**src/rtl/fifo_rd_pkg.sv**
```systemverilog
// Shared types and default sizing for the FIFO read-side controller.
package fifo_rd_pkg;

    localparam int unsigned DW_DEF        = 8;
    localparam int unsigned PTR_W_DEF     = 4;
    localparam int unsigned BUF_DEPTH_DEF = 4;

    typedef enum logic [1:0] {
        IDLE  = 2'd0,
        RUN   = 2'd1,
        STALL = 2'd2
    } rd_state_e;

endpackage

```
**src/rtl/fifo_rd_ringbuf.sv**
```systemverilog
// Small ring buffer holding bytes popped from the FIFO until the consumer takes them.
// The writer guarantees push never hits a full buffer; pop on empty is ignored.
module fifo_rd_ringbuf
    import fifo_rd_pkg::*;
#(
    parameter int unsigned DW    = DW_DEF,
    parameter int unsigned DEPTH = BUF_DEPTH_DEF
) (
    input  logic                       clk,
    input  logic                       rst,
    input  logic                       push,
    input  logic [DW-1:0]              din,
    input  logic                       pop,
    output logic [DW-1:0]              head,
    output logic [$clog2(DEPTH+1)-1:0] count
);

    localparam int unsigned AW = $clog2(DEPTH);
    localparam int unsigned CW = $clog2(DEPTH+1);

    logic [DW-1:0] mem [DEPTH];
    logic [AW-1:0] wp;
    logic [AW-1:0] rp;
    logic          pop_ok;

    assign pop_ok = pop && (count != '0);
    assign head   = mem[rp];

    // Storage, pointers and occupancy; simultaneous push/pop leaves count unchanged.
    always_ff @(posedge clk) begin
        if (rst) begin
            wp    <= '0;
            rp    <= '0;
            count <= '0;
            for (int i = 0; i < int'(DEPTH); i++) begin
                mem[i] <= '0;
            end
        end else begin
            if (push) begin
                mem[wp] <= din;
                wp      <= wp + AW'(1);
            end
            if (pop_ok) begin
                rp <= rp + AW'(1);
            end
            count <= count + CW'(push) - CW'(pop_ok);
        end
    end

endmodule

```
**src/rtl/fifo_rd_ctrl.sv**
```systemverilog
// Read-side controller for the synchronous FIFO: issues pops, captures the returning byte
// and presents it on a valid/ready stream. Optional statistics under FIFO_RD_STATS_EN.
module fifo_rd_ctrl
    import fifo_rd_pkg::*;
#(
    parameter int unsigned DW        = DW_DEF,
    parameter int unsigned PTR_W     = PTR_W_DEF,
    parameter int unsigned BUF_DEPTH = BUF_DEPTH_DEF
) (
    input  logic                           clk,
    input  logic                           rst,
    input  logic                           en,
    input  logic [PTR_W-1:0]               wrptr,
    input  logic [PTR_W-1:0]               rdptr,
    output logic                           rd,
    input  logic [DW-1:0]                  dout,
    output logic [DW-1:0]                  out_data,
    output logic                           out_valid,
    input  logic                           out_ready,
    output logic [$clog2(BUF_DEPTH+1)-1:0] buf_cnt
`ifdef FIFO_RD_STATS_EN
    ,
    output logic [15:0]                    pop_cnt,
    output logic [PTR_W-1:0]               max_level
`endif
);

    localparam int unsigned CNT_W = $clog2(BUF_DEPTH+1);
    localparam int unsigned USE_W = CNT_W + 1;

    rd_state_e         state;
    rd_state_e         state_nxt;
    logic              pend;
    logic              rd_next;
    logic [PTR_W-1:0]  level;
    logic [USE_W-1:0]  used;
    logic              has_avail;
    logic              has_credit;

    // An outstanding rd is not yet reflected in rdptr, so it reduces what is available.
    assign level      = wrptr - rdptr;
    assign has_avail  = level > PTR_W'(rd);
    // Slots already committed: buffered bytes plus the two pop stages in flight.
    assign used       = USE_W'(buf_cnt) + USE_W'(rd) + USE_W'(pend);
    assign has_credit = used < USE_W'(BUF_DEPTH);

    // Next-state and pop decision.
    always_comb begin
        state_nxt = state;
        rd_next   = 1'b0;
        rd_next   = en && has_avail && has_credit;
        case (state)
            IDLE: begin
                if (en && has_avail) begin
                    state_nxt = has_credit ? RUN : STALL;
                end
            end
            RUN: begin
                if (!(en && has_avail)) begin
                    state_nxt = IDLE;
                end else if (!has_credit) begin
                    state_nxt = STALL;
                end
            end
            STALL: begin
                if (!(en && has_avail)) begin
                    state_nxt = IDLE;
                end else if (has_credit) begin
                    state_nxt = RUN;
                end
            end
            default: state_nxt = IDLE;
        endcase
    end

    // State, pop strobe and the capture flag that tracks the FIFO read latency.
    always_ff @(posedge clk) begin
        if (rst) begin
            state <= IDLE;
            rd    <= 1'b0;
            pend  <= 1'b0;
        end else begin
            state <= state_nxt;
            rd    <= rd_next;
            pend  <= rd;
        end
    end

    fifo_rd_ringbuf #(
        .DW    (DW),
        .DEPTH (BUF_DEPTH)
    ) u_ringbuf (
        .clk   (clk),
        .rst   (rst),
        .push  (pend),
        .din   (dout),
        .pop   (out_ready),
        .head  (out_data),
        .count (buf_cnt)
    );

    assign out_valid = (buf_cnt != '0);

`ifdef FIFO_RD_STATS_EN
    // Accepted-byte counter and high-water mark of the FIFO level.
    always_ff @(posedge clk) begin
        if (rst) begin
            pop_cnt   <= '0;
            max_level <= '0;
        end else begin
            if (out_valid && out_ready) begin
                pop_cnt <= pop_cnt + 16'd1;
            end
            if (level > max_level) begin
                max_level <= level;
            end
        end
    end
`endif

endmodule

```
**config.mk**
```make
export PLATFORM = sky130hd
export DESIGN_NAME = fifo_rd_ctrl
export DESIGN_NICKNAME = d
export VERILOG_FILES = /design/src/rtl/fifo_rd_pkg.sv /design/src/rtl/fifo_rd_ringbuf.sv /design/src/rtl/fifo_rd_ctrl.sv
export SDC_FILE = /design/constraint.sdc
export NUM_CORES = 1
export LEC_CHECK = 0
export ABC_CLOCK_PERIOD_IN_PS = 2000
export CAP_MARGIN = 20
export CORE_ASPECT_RATIO = 1.5
export CORE_UTILIZATION = 35
export CTS_CLUSTER_SIZE = 20
export DETAILED_ROUTE_END_ITERATION = 8
export GPL_TIMING_DRIVEN = 0
export HOLD_SLACK_MARGIN = 0.12
export SYNTH_ARGS = -nofsm -noshare
export SYNTH_HDL_FRONTEND = slang
export SYNTH_SLANG_ARGS = --single-unit
```
**constraint.sdc**
```tcl
create_clock -name clk -period 2 [get_ports clk]
set_input_delay 0.5 -clock clk [delete_from_list [all_inputs] [get_ports clk]]
set_output_delay 0.5 -clock clk [all_outputs]
set_load 0.01 [all_outputs]
```
==> flow_metrics.env <==
export IMPL_status="complete, but fails checks"
export IMPL_violations="setup timing"
export IMPL_cts_root_buf="clkbuf_8"
export IMPL_wire_per_inst_um=13.9
export IMPL_cts_tree="done"
export IMPL_fin_nets=226
export IMPL_setup_ws_ns=-0.00666
export IMPL_firstDrtPassIters=4
export IMPL_holdCritPathClass="register to register"
export IMPL_place_hpwl_um=2630
export IMPL_insertion_delay_ns=0.30
export IMPL_p_leak_nw=1.03
export IMPL_synth_most_common_cell="edfxtp_1"
export IMPL_fp_dieArea_mm2=0.00604
export IMPL_vias_per_cell=4.70
export IMPL_rrSetupSlack_ns=0.09
export IMPL_worstReg2RegStart="u_ringbuf.count[1]"
export IMPL_rsz0062_at_grt="true"
export IMPL_critPathArrivalTime_ns=1.51
export IMPL_max_freq_ghz=0.498
export IMPL_grt_overflow=0
export IMPL_synth_area_mm2=0.00200
export IMPL_path_clk_slew_ns=0.08
export IMPL_stdcell_area_mm2=0.00256
export IMPL_clock_skew_final_ns=0.00710
export IMPL_r2r_end="u_ringbuf.count[2]"
export IMPL_antenna_found_initial=0
export IMPL_synthSimpleGateAreaFrac=0.132
export IMPL_cp_required_ns=1.50
export IMPL_finalHoldViolCount=0
export IMPL_synth_xor_area_frac=0.0394
export IMPL_fin_crit_sh=1.00
export IMPL_initial_core_util=0.365
export IMPL_synth_nets=184
export IMPL_die_w_um=63.8
export IMPL_row_count=33
export IMPL_routabilityCongestion=0.699
export IMPL_ys_flop_type="edfxtp_1"
export IMPL_cts_buffers=5
export IMPL_synthAdderAreaFrac=0.0700
export IMPL_grt_max_degree=14
export IMPL_worstSetupEndpoint="out_data[3]"
export IMPL_grt_pass1_vias=1311
export IMPL_finish_utilization=0.467
export IMPL_slew_violations=0
export IMPL_coreArea_mm2=0.00549
export IMPL_cp_end_kind="output pin"
export IMPL_synth_commonest_cells="32 x edfxtp_1, 23 x nor2_1, 16 x inv_1"
export IMPL_place_port_buffers=32
export IMPL_setup_tns_ns=-0.0125
export IMPL_max_slew_margin=0.623
export IMPL_synth_area_leaders="edfxtp_1 48%, dfxtp_1 11%, mux4_2 9.0%"
export IMPL_h_tree_depth=2
export IMPL_ff2ff_path_depth=7
export IMPL_cts_sinks=43
export IMPL_synthMuxAreaShare=0.0899
export IMPL_synth_avg_cell_area_um2=13.0
export IMPL_crit_fanout=6
export IMPL_tightest_slew_ns=0.562
export IMPL_grt_usage=0.138
export IMPL_crit_type="register to output pin"
export IMPL_grt_pass1_wl_um=6090
export IMPL_fill_cells=508
export IMPL_post_route_min_period_ns=2.01
export IMPL_drt_iter0_drc=36
export IMPL_drc=0
export IMPL_placed_area_mm2=0.00241
export IMPL_die_height_um=94.7
export IMPL_synth_compound_area_frac=0.0362
export IMPL_diodes=0
export IMPL_synth_top_family_by_area="simple AND/OR/NAND/NOR gates"
export IMPL_synth_top_area_frac=0.480
export IMPL_finalSetupViolations=2
export IMPL_synth_largest_area_cell="edfxtp_1"
export IMPL_synth_cell_types=29
export IMPL_power_density_mw_per_mm2=986
export IMPL_cts_buffer_depth=2
export IMPL_startpoint_type="register"
export IMPL_area_delta_synth_final_pct=27.9
export IMPL_ys_seq_area_frac=0.590
export IMPL_detail_route_antenna_nets=0
export IMPL_vias=1256
export IMPL_power_total_w=0.00253
export IMPL_synthArstFlopShare=0
export IMPL_ir_worst_vdd_mv=0.489
export IMPL_wl_um=3720
export IMPL_synth_edf_count=32
export IMPL_synth_warnings=0
export IMPL_io_pins=33
export IMPL_drive_above_1_share=0.218
export IMPL_ys_ff_latch=43
export IMPL_synthCells=154
export IMPL_max_cap_violations=0
## timing repair
| action | CTS | global route |
|---|---|---|
| hold buffers | 0 | 0 |
| gates resized for setup | 37 | 10 |
| setup endpoints to repair | 41 | 11 |
| pin swaps | 0 | 3 |
| hold endpoints to repair | 0 | 0 |
| buffers inserted | 3 | 1 |
## worst min path at each step
stage / start / endpoint / slack, ns / cells after the start
after floorplan: u_ringbuf.rp[1] / register / 0.48 / 2
after global placement: u_ringbuf.rp[1] / register / 0.50 / 2
after detailed placement: rd / pend / 0.51 / 1
after CTS: rd / pend / 0.53 / 1
after global routing: rd / pend / 0.56 / 1
final: rd / pend / 0.52 / 1
## logic make-up after synthesis
kind of cell             Yosys count
buffers and inverters             22
flip-flops                        43
multiplexers                       8
AO/OA/AOI/OAI                      8
AND/OR/NAND/NOR                   54
XOR/XNOR                           9
adder cells (fa/ha/maj)           10
## state kept, by name (all words and copies together), names as in the netlist, named ones only
name and count:
u_ringbuf.mem 32, u_ringbuf.count 3, u_ringbuf.rp 2, u_ringbuf.wp 2
pend 1, rd 1
## power by group
part | switching [W] | internal [W]
Combinational | 0.000314 | 0.000435
Clock | 0.000287 | 0.000366
Sequential | 0.0000761 | 0.00105
## per-stage QoR
stage | hold slack [ns] | std cells | worst slack [ns]
after floorplan | 0.485 | 154 | 0.159
after global placement | 0.502 | 256 | -0.444
after detailed placement | 0.515 | 256 | -0.446
after CTS | 0.529 | 266 | -0.0206
after global routing | 0.555 | 267 | -0.0636
final | 0.522 | 267 | -0.00666
## worst max-delay path: stages, from the launching register on
cell and delay [ns]:
dfxtp_2 0.33, buf_6 0.12, buf_6 0.12, mux4_2 0.50, buf_6 0.14
## metal layers
metal | wire length (µm) | track usage
met5 | 0 | 0
met1 | 1510 | 0.144
met3 | 178 | 0.0374
met2 | 1970 | 0.256
met4 | 53 | 0.0587
## cell usage in the layout (no fill, tap or decap), drive strengths merged
cell type	n
or3	1
dfxtp	11
ha	8
edfxtp	32
a211oi	1
dlygate4sd2	1
clkinv	2
mux4	8
a21o	2
nand2b	2
o31a	1
nor2b	3
xor2	5
a31o	1
o21bai	2
nor2	24
fa	2
xnor2	4
buf	11
clkbuf	10
nand3b	1
clkdlybuf4s50	22
nor4	1
dlymetal6s2s	1
a31oi	1
nor3	1
or2	1
bufinv	1
and2	8
inv	17
nand2	12
## layout make-up
cell class | instances | area (µm²) | share of cell area
clock buffers | 5 | 68.8 | 0.0269
multi-input cells | 89 | 754 | 0.294
inverters | 17 | 63.8 | 0.0249
clock inverters | 3 | 38.8 | 0.0151
flip-flops and latches | 43 | 1180 | 0.462
well taps | 70 | 87.6 | 0.0342
plain buffers | 4 | 23.8 | 0.00928
repair buffers | 36 | 340 | 0.133
Note: power is estimated with default switching activity, not from simulation.
==> patch 1, RTL diff (config.mk and constraints unchanged) <==
Add a define of `FIFO_RD_STATS_EN`.
--- a/src/rtl/fifo_rd_ctrl.sv
+++ b/src/rtl/fifo_rd_ctrl.sv
@@ -2,2 +2,4 @@
 // and presents it on a valid/ready stream. Optional statistics under FIFO_RD_STATS_EN.
+`define FIFO_RD_STATS_EN
+
 module fifo_rd_ctrl
Behaviour (old outputs only; new: max_level and pop_cnt): unchanged (Yosys induction, for registers that start in step).
==> patch 1 against the original RTL <==
Largest cell class unchanged; power grew 84%; the run still ends with setup timing left; worst setup slack lost 0.21 ns; combinational power grew 99%; sequential cell count grew 20; count of clock-buffer cells in the layout grew 6; routed wire length grew 72%; synthesized area grew 49%; global-route usage grew 1.6 points; core utilization grew 6.2 points; cell area grew 68%.
==> patch 1: results (changes against the original RTL) <==
Place
  • I/O Buffers: 52 (+63%)
  • DP Area: 3690 µm² (+53%)
  • Pre-CTS WS: -1.13 ns (-0.682 ns)
  • Routability cong.: 0.746 (+6.7%)

Worst setup path
  • WP data arrival: 2.43 ns (+0.92 ns)
  • CP top delay family: adder cells
  • Critical Path Fanout Max: 2 (-4)
  • Slowest cell on the critical path: fa_2
  • Slowest Stage Delay on Critical Path: 0.59 ns (+0.09 ns)

Pwr
  • Max VDD drop: 0.000645 V (+32%)
  • Comb pwr: 1.49 mW (+99%)
  • Sw Pwr: 1.28 mW (+89%)
  • Clock group: 1.49 mW (+130%)

Logic synthesis
  • FFs w/ async S/R, synth: 0% (unchanged)
  • Post-synthesis net count: 295 (+60%)
  • Area contributors post-synth: edfxtp_1 32%, dfxtp_1 21%, and2_1 6.7%
  • Seq/Total Area, Yosys: 53.0% (-6.0 points)
  • Count of cell types in the netlist: 40 (+38%)
  • Ys Warns: 0 (unchanged)
  • Commonest cells in the netlist: 32 x and2_1, 32 x edfxtp_1, 31 x dfxtp_1, 17 x nand2_1, 17 x nor2_1
  • Post-synth EDFFs: 32 (unchanged)

Timing
  • Final setup margin: -0.217 ns (-0.211 ns)
  • Setup TNS: -0.755 ns (-0.742 ns)
  • Final count of negative-setup-slack endpoints: 4 (+2)
  • Slew @ Worst Pin: 0.523 ns (-0.0387 ns)
  • Post-Route Skew: 0.00455 ns (-0.00254 ns)

Finish
  • Layout cell share with drive strength beyond 1: 28.9% (+7.1 points)
  • Nets@finish: 379 (+68%)

Detailed routing
  • Initial DRC Count: 53 (+47%)
  • Vias: 2193 (+75%)

GRT
  • First-pass GRT wire length: 10400 µm (+71%)
  • GR Util All Layers: 15.4% (+1.6 points)

Clocking
  • Clock root buffer: clkbuf_16
  • TritonCTS Buffers: 9 (+4)
  • Clock Latency Late Sink: 0.32 ns (+0.02 ns)

Outcome
  • Failing checks: setup timing
  • Result of the run: finished with violations
[patch 1: final cells by class]
type | count | area [µm²]
timing repair buffer | 76 | 687
inverter | 14 | 66.3
fill | 733 | 3850
sequential | 63 | 1590
clock inverter | 5 | 47.5
clock buffer | 11 | 243
tap | 105 | 131
buffer | 5 | 28.8
multi-input combinational | 175 | 1520
[patch 1: through the flow]
step                      instances  power (mW)
after global placement          417        2.80
final                           454        4.64
after global routing            454        4.89
after floorplan                 260        2.33
after detailed placement        418        2.81
after CTS                       448        4.56
[patch 1: routing by layer]
metal | vias to the layer above | share of wire (%) | global-route usage, %
met4 | 0 | 1.3 | 6.04
li1 | 1094 | - | -
met3 | 9 | 4.0 | 4.29
met2 | 39 | 54 | 28.0
met5 | - | 0 | 0
met1 | 1051 | 41 | 16.8
[patch 1: final timing paths]
path	start	to	slack (ns)	depth (start not counted)
worst max-delay path	wrptr[0]	max_level[0]	-0.22	11
worst min-delay path	max_level[2]	max_level[2]	0.48	2
worst max register to register	u_ringbuf.count[2]	u_ringbuf.count[1]	0.06	7
worst min register to register	max_level[2]	max_level[2]	0.48	2
[patch 1: logic make-up after synthesis]
| logic type | Yosys count | share of synthesized area (%) |
|---|---|---|
| AND/OR/NAND/NOR | 104 | 19.0 |
| AO/OA/AOI/OAI | 29 | 6.37 |
| multiplexers | 11 | 7.09 |
| XOR/XNOR | 16 | 4.70 |
| flip-flops | 63 | 53.0 |
| buffers and inverters | 22 | 3.06 |
| adder cells (fa/ha/maj) | 15 | 6.79 |
[patch 1: repair_timing]
item | in CTS | in global routing
resized for setup | 85 | 19
setup buffers | 16 | 8
pin swaps | 15 | 10
endpoints found under the setup margin | 64 | 41
hold endpoints to repair | 0 | 0
==> patch 2, RTL diff (same flow settings) <==
Made on the original files. Put a register stage on the output `buf_cnt`, without a reset. The value now appears one clock later. The other outputs are not delayed to match.
--- a/src/rtl/fifo_rd_ctrl.sv
+++ b/src/rtl/fifo_rd_ctrl.sv
@@ -30,2 +30,4 @@
 
+    logic [$clog2(BUF_DEPTH+1)-1:0] buf_cnt_d;
+
     rd_state_e         state;
@@ -43,3 +45,3 @@
     // Slots already committed: buffered bytes plus the two pop stages in flight.
-    assign used       = USE_W'(buf_cnt) + USE_W'(rd) + USE_W'(pend);
+    assign used       = USE_W'(buf_cnt_d) + USE_W'(rd) + USE_W'(pend);
     assign has_credit = used < USE_W'(BUF_DEPTH);
@@ -98,6 +100,6 @@
         .head  (out_data),
-        .count (buf_cnt)
+        .count (buf_cnt_d)
     );
 
-    assign out_valid = (buf_cnt != '0);
+    assign out_valid = (buf_cnt_d != '0);
 
@@ -120,2 +122,6 @@
 
+    always_ff @(posedge clk) begin
+        buf_cnt <= buf_cnt_d;
+    end
+
 endmodule
Function: changed (a bounded check fails within 4 cycles, from zero or initial values and one cycle with rst high).
==> patch 2 against the original RTL <==
Critical endpoint is now out_data[4]; largest cell class unchanged; sequential cell count up 3; core utilization down 0.71 points; register-to-register slack better by 0.03 ns; clock skew down 0.0011 ns; fmax up 1.2%; routed wire length up 1.5%; worst setup slack better by 0.023 ns; synthesized area up 4.0%; cell area up 3.8%; power up 3.8%; die area up 3.9%; first-iteration DRC count down 14%; synthesized cell count down 4.5%.
==> patch 2: results (changes against the original RTL) <==
Outcome
  • Result of the run: finished, final reports clean

Logic synthesis
  • Seq/Total Area, Yosys: 59.6% (+0.62 points)
  • Post-synthesis xor/xnor area fraction: 3.78% (-0.15 points)
  • Synth Area in Compound Gates: 2.58% (-1.0 points)
  • Syn Area/Cell: 14.2 µm² (+8.9%)
  • Commonest cells in the netlist: 32 x and2_1, 32 x edfxtp_1, 14 x dfxtp_1
  • Count of cell types in the netlist: 31 (+6.9%)
  • Post-synthesis net count: 177 (-3.8%)
  • Area contributors post-synth: edfxtp_1 46%, dfxtp_1 13%, and2_1 9.6%

Place
  • DP Cell Count: 251 (-2.0%)
  • DP Area: 2490 µm² (+3.4%)
  • Final HPWL DP: 2720 µm (+3.4%)
  • Routability cong.: 0.735 (+5.2%)

Detailed routing
  • Initial DRC Count: 31 (-14%)
  • Drt total wl: 3770 µm (+1.5%)
  • Vias/cell: 4.64 (-1.3%)

Finish
  • Layout cell share with drive strength beyond 1: 22.0% (+0.16 points)
  • Non-filler cells in the finished layout: 263 (-1.5%)
  • Fill cells: 538 (+5.9%)
  • Nets@finish: 220 (-2.7%)

Pwr
  • LEAKAGE: 1.04 nW (+0.81%)
  • Cell Int Power: 1.93 mW (+4.4%)

GRT
  • First-pass GRT wire length: 6210 µm (+2.1%)
  • GR Util All Layers: 13.5% (-0.29 points)
  • Vias in the first global route: 1284 (-2.1%)
  • Largest net degree at the start of global routing: 15 (+1)

Worst setup path
  • WP data arrival: 1.48 ns (-0.03 ns)

Timing
  • Post-Route Skew: 0.00601 ns (-0.00109 ns)
## patch 2: cell count changes in the layout (fill, tap and decap cells not counted), moves of 2 or more
| cell | before | now |
|---|---|---|
| nand2b_1 | 2 | 0 |
| nand2_1 | 12 | 4 |
| dfxtp_1 | 8 | 12 |
| and2_1 | 8 | 32 |
| inv_1 | 16 | 8 |
| nor2_1 | 23 | 7 |
## patch 2: layout make-up
| cell class | instances | area, µm² | share of cell area (%) |
|---|---|---|---|
| sequential | 46 | 1240 | 46.8 |
| clock inverter | 2 | 37.5 | 1.41 |
| tap | 72 | 90.1 | 3.39 |
| inverter | 8 | 30.0 | 1.13 |
| clock buffer | 6 | 72.6 | 2.73 |
| timing repair buffer | 37 | 349 | 13.1 |
| buffer | 3 | 21.3 | 0.800 |
| multi-input combinational | 89 | 815 | 30.6 |
## patch 2: layer usage
layer  share of wire (%)  global-route usage (%)  vias to the layer above  wire, µm
li1                    -                       -                      602         -
met1                  41                    14.9                      580      1530
met2                  54                    24.9                       32      2020
met3                 4.5                    3.76                        7       171
met4                 1.3                    3.89                        0        48
met5                   0                       0                        -         0
## patch 2: cells by family after synthesis
family	Yosys count
compound gates	7
xor+xnor	9
fa+ha+maj	10
buf+inv	12
flops	46
mux	8
simple gates	55
## patch 2: timing repair
action	4_1_cts	5_1_grt
setup endpoints to repair	38	33
endpoints found under the hold margin	0	0
hold buffers	0	0
resized for setup	39	9
setup buffers	5	0
pin swaps	1	0
## patch 2: critical path: stages, from the launching register on
cell and delay, ns:
dfxtp_2 0.33, buf_6 0.11, buf_6 0.12, mux4_2 0.50, buf_6 0.14
## patch 2: final timing paths
kind                        endpoint  slack, ns  cells past startpoint
hold / removal            buf_cnt[2]       0.41                      0
hold reg to reg           buf_cnt[2]       0.41                      0
setup / recovery         out_data[4]       0.02                      4
setup reg to reg  u_ringbuf.count[1]       0.12                      6
## patch 2: per-stage QoR
step	total power, mW	TNS (ns)
final	2.62	0
after global routing	2.76	-0.288
after CTS	2.62	0
after detailed placement	1.91	-19.20
after global placement	1.89	-18.67
after floorplan	1.61	0
## patch 2: power by group through the flow
stage	sequential [mW]	clock, mW	combinational (mW)
floorplan	1.20	0	0.406
global placement	1.21	0	0.681
detailed placement	1.21	0	0.704
CTS	1.21	0.691	0.714
global route	1.23	0.729	0.806
finish	1.21	0.679	0.735
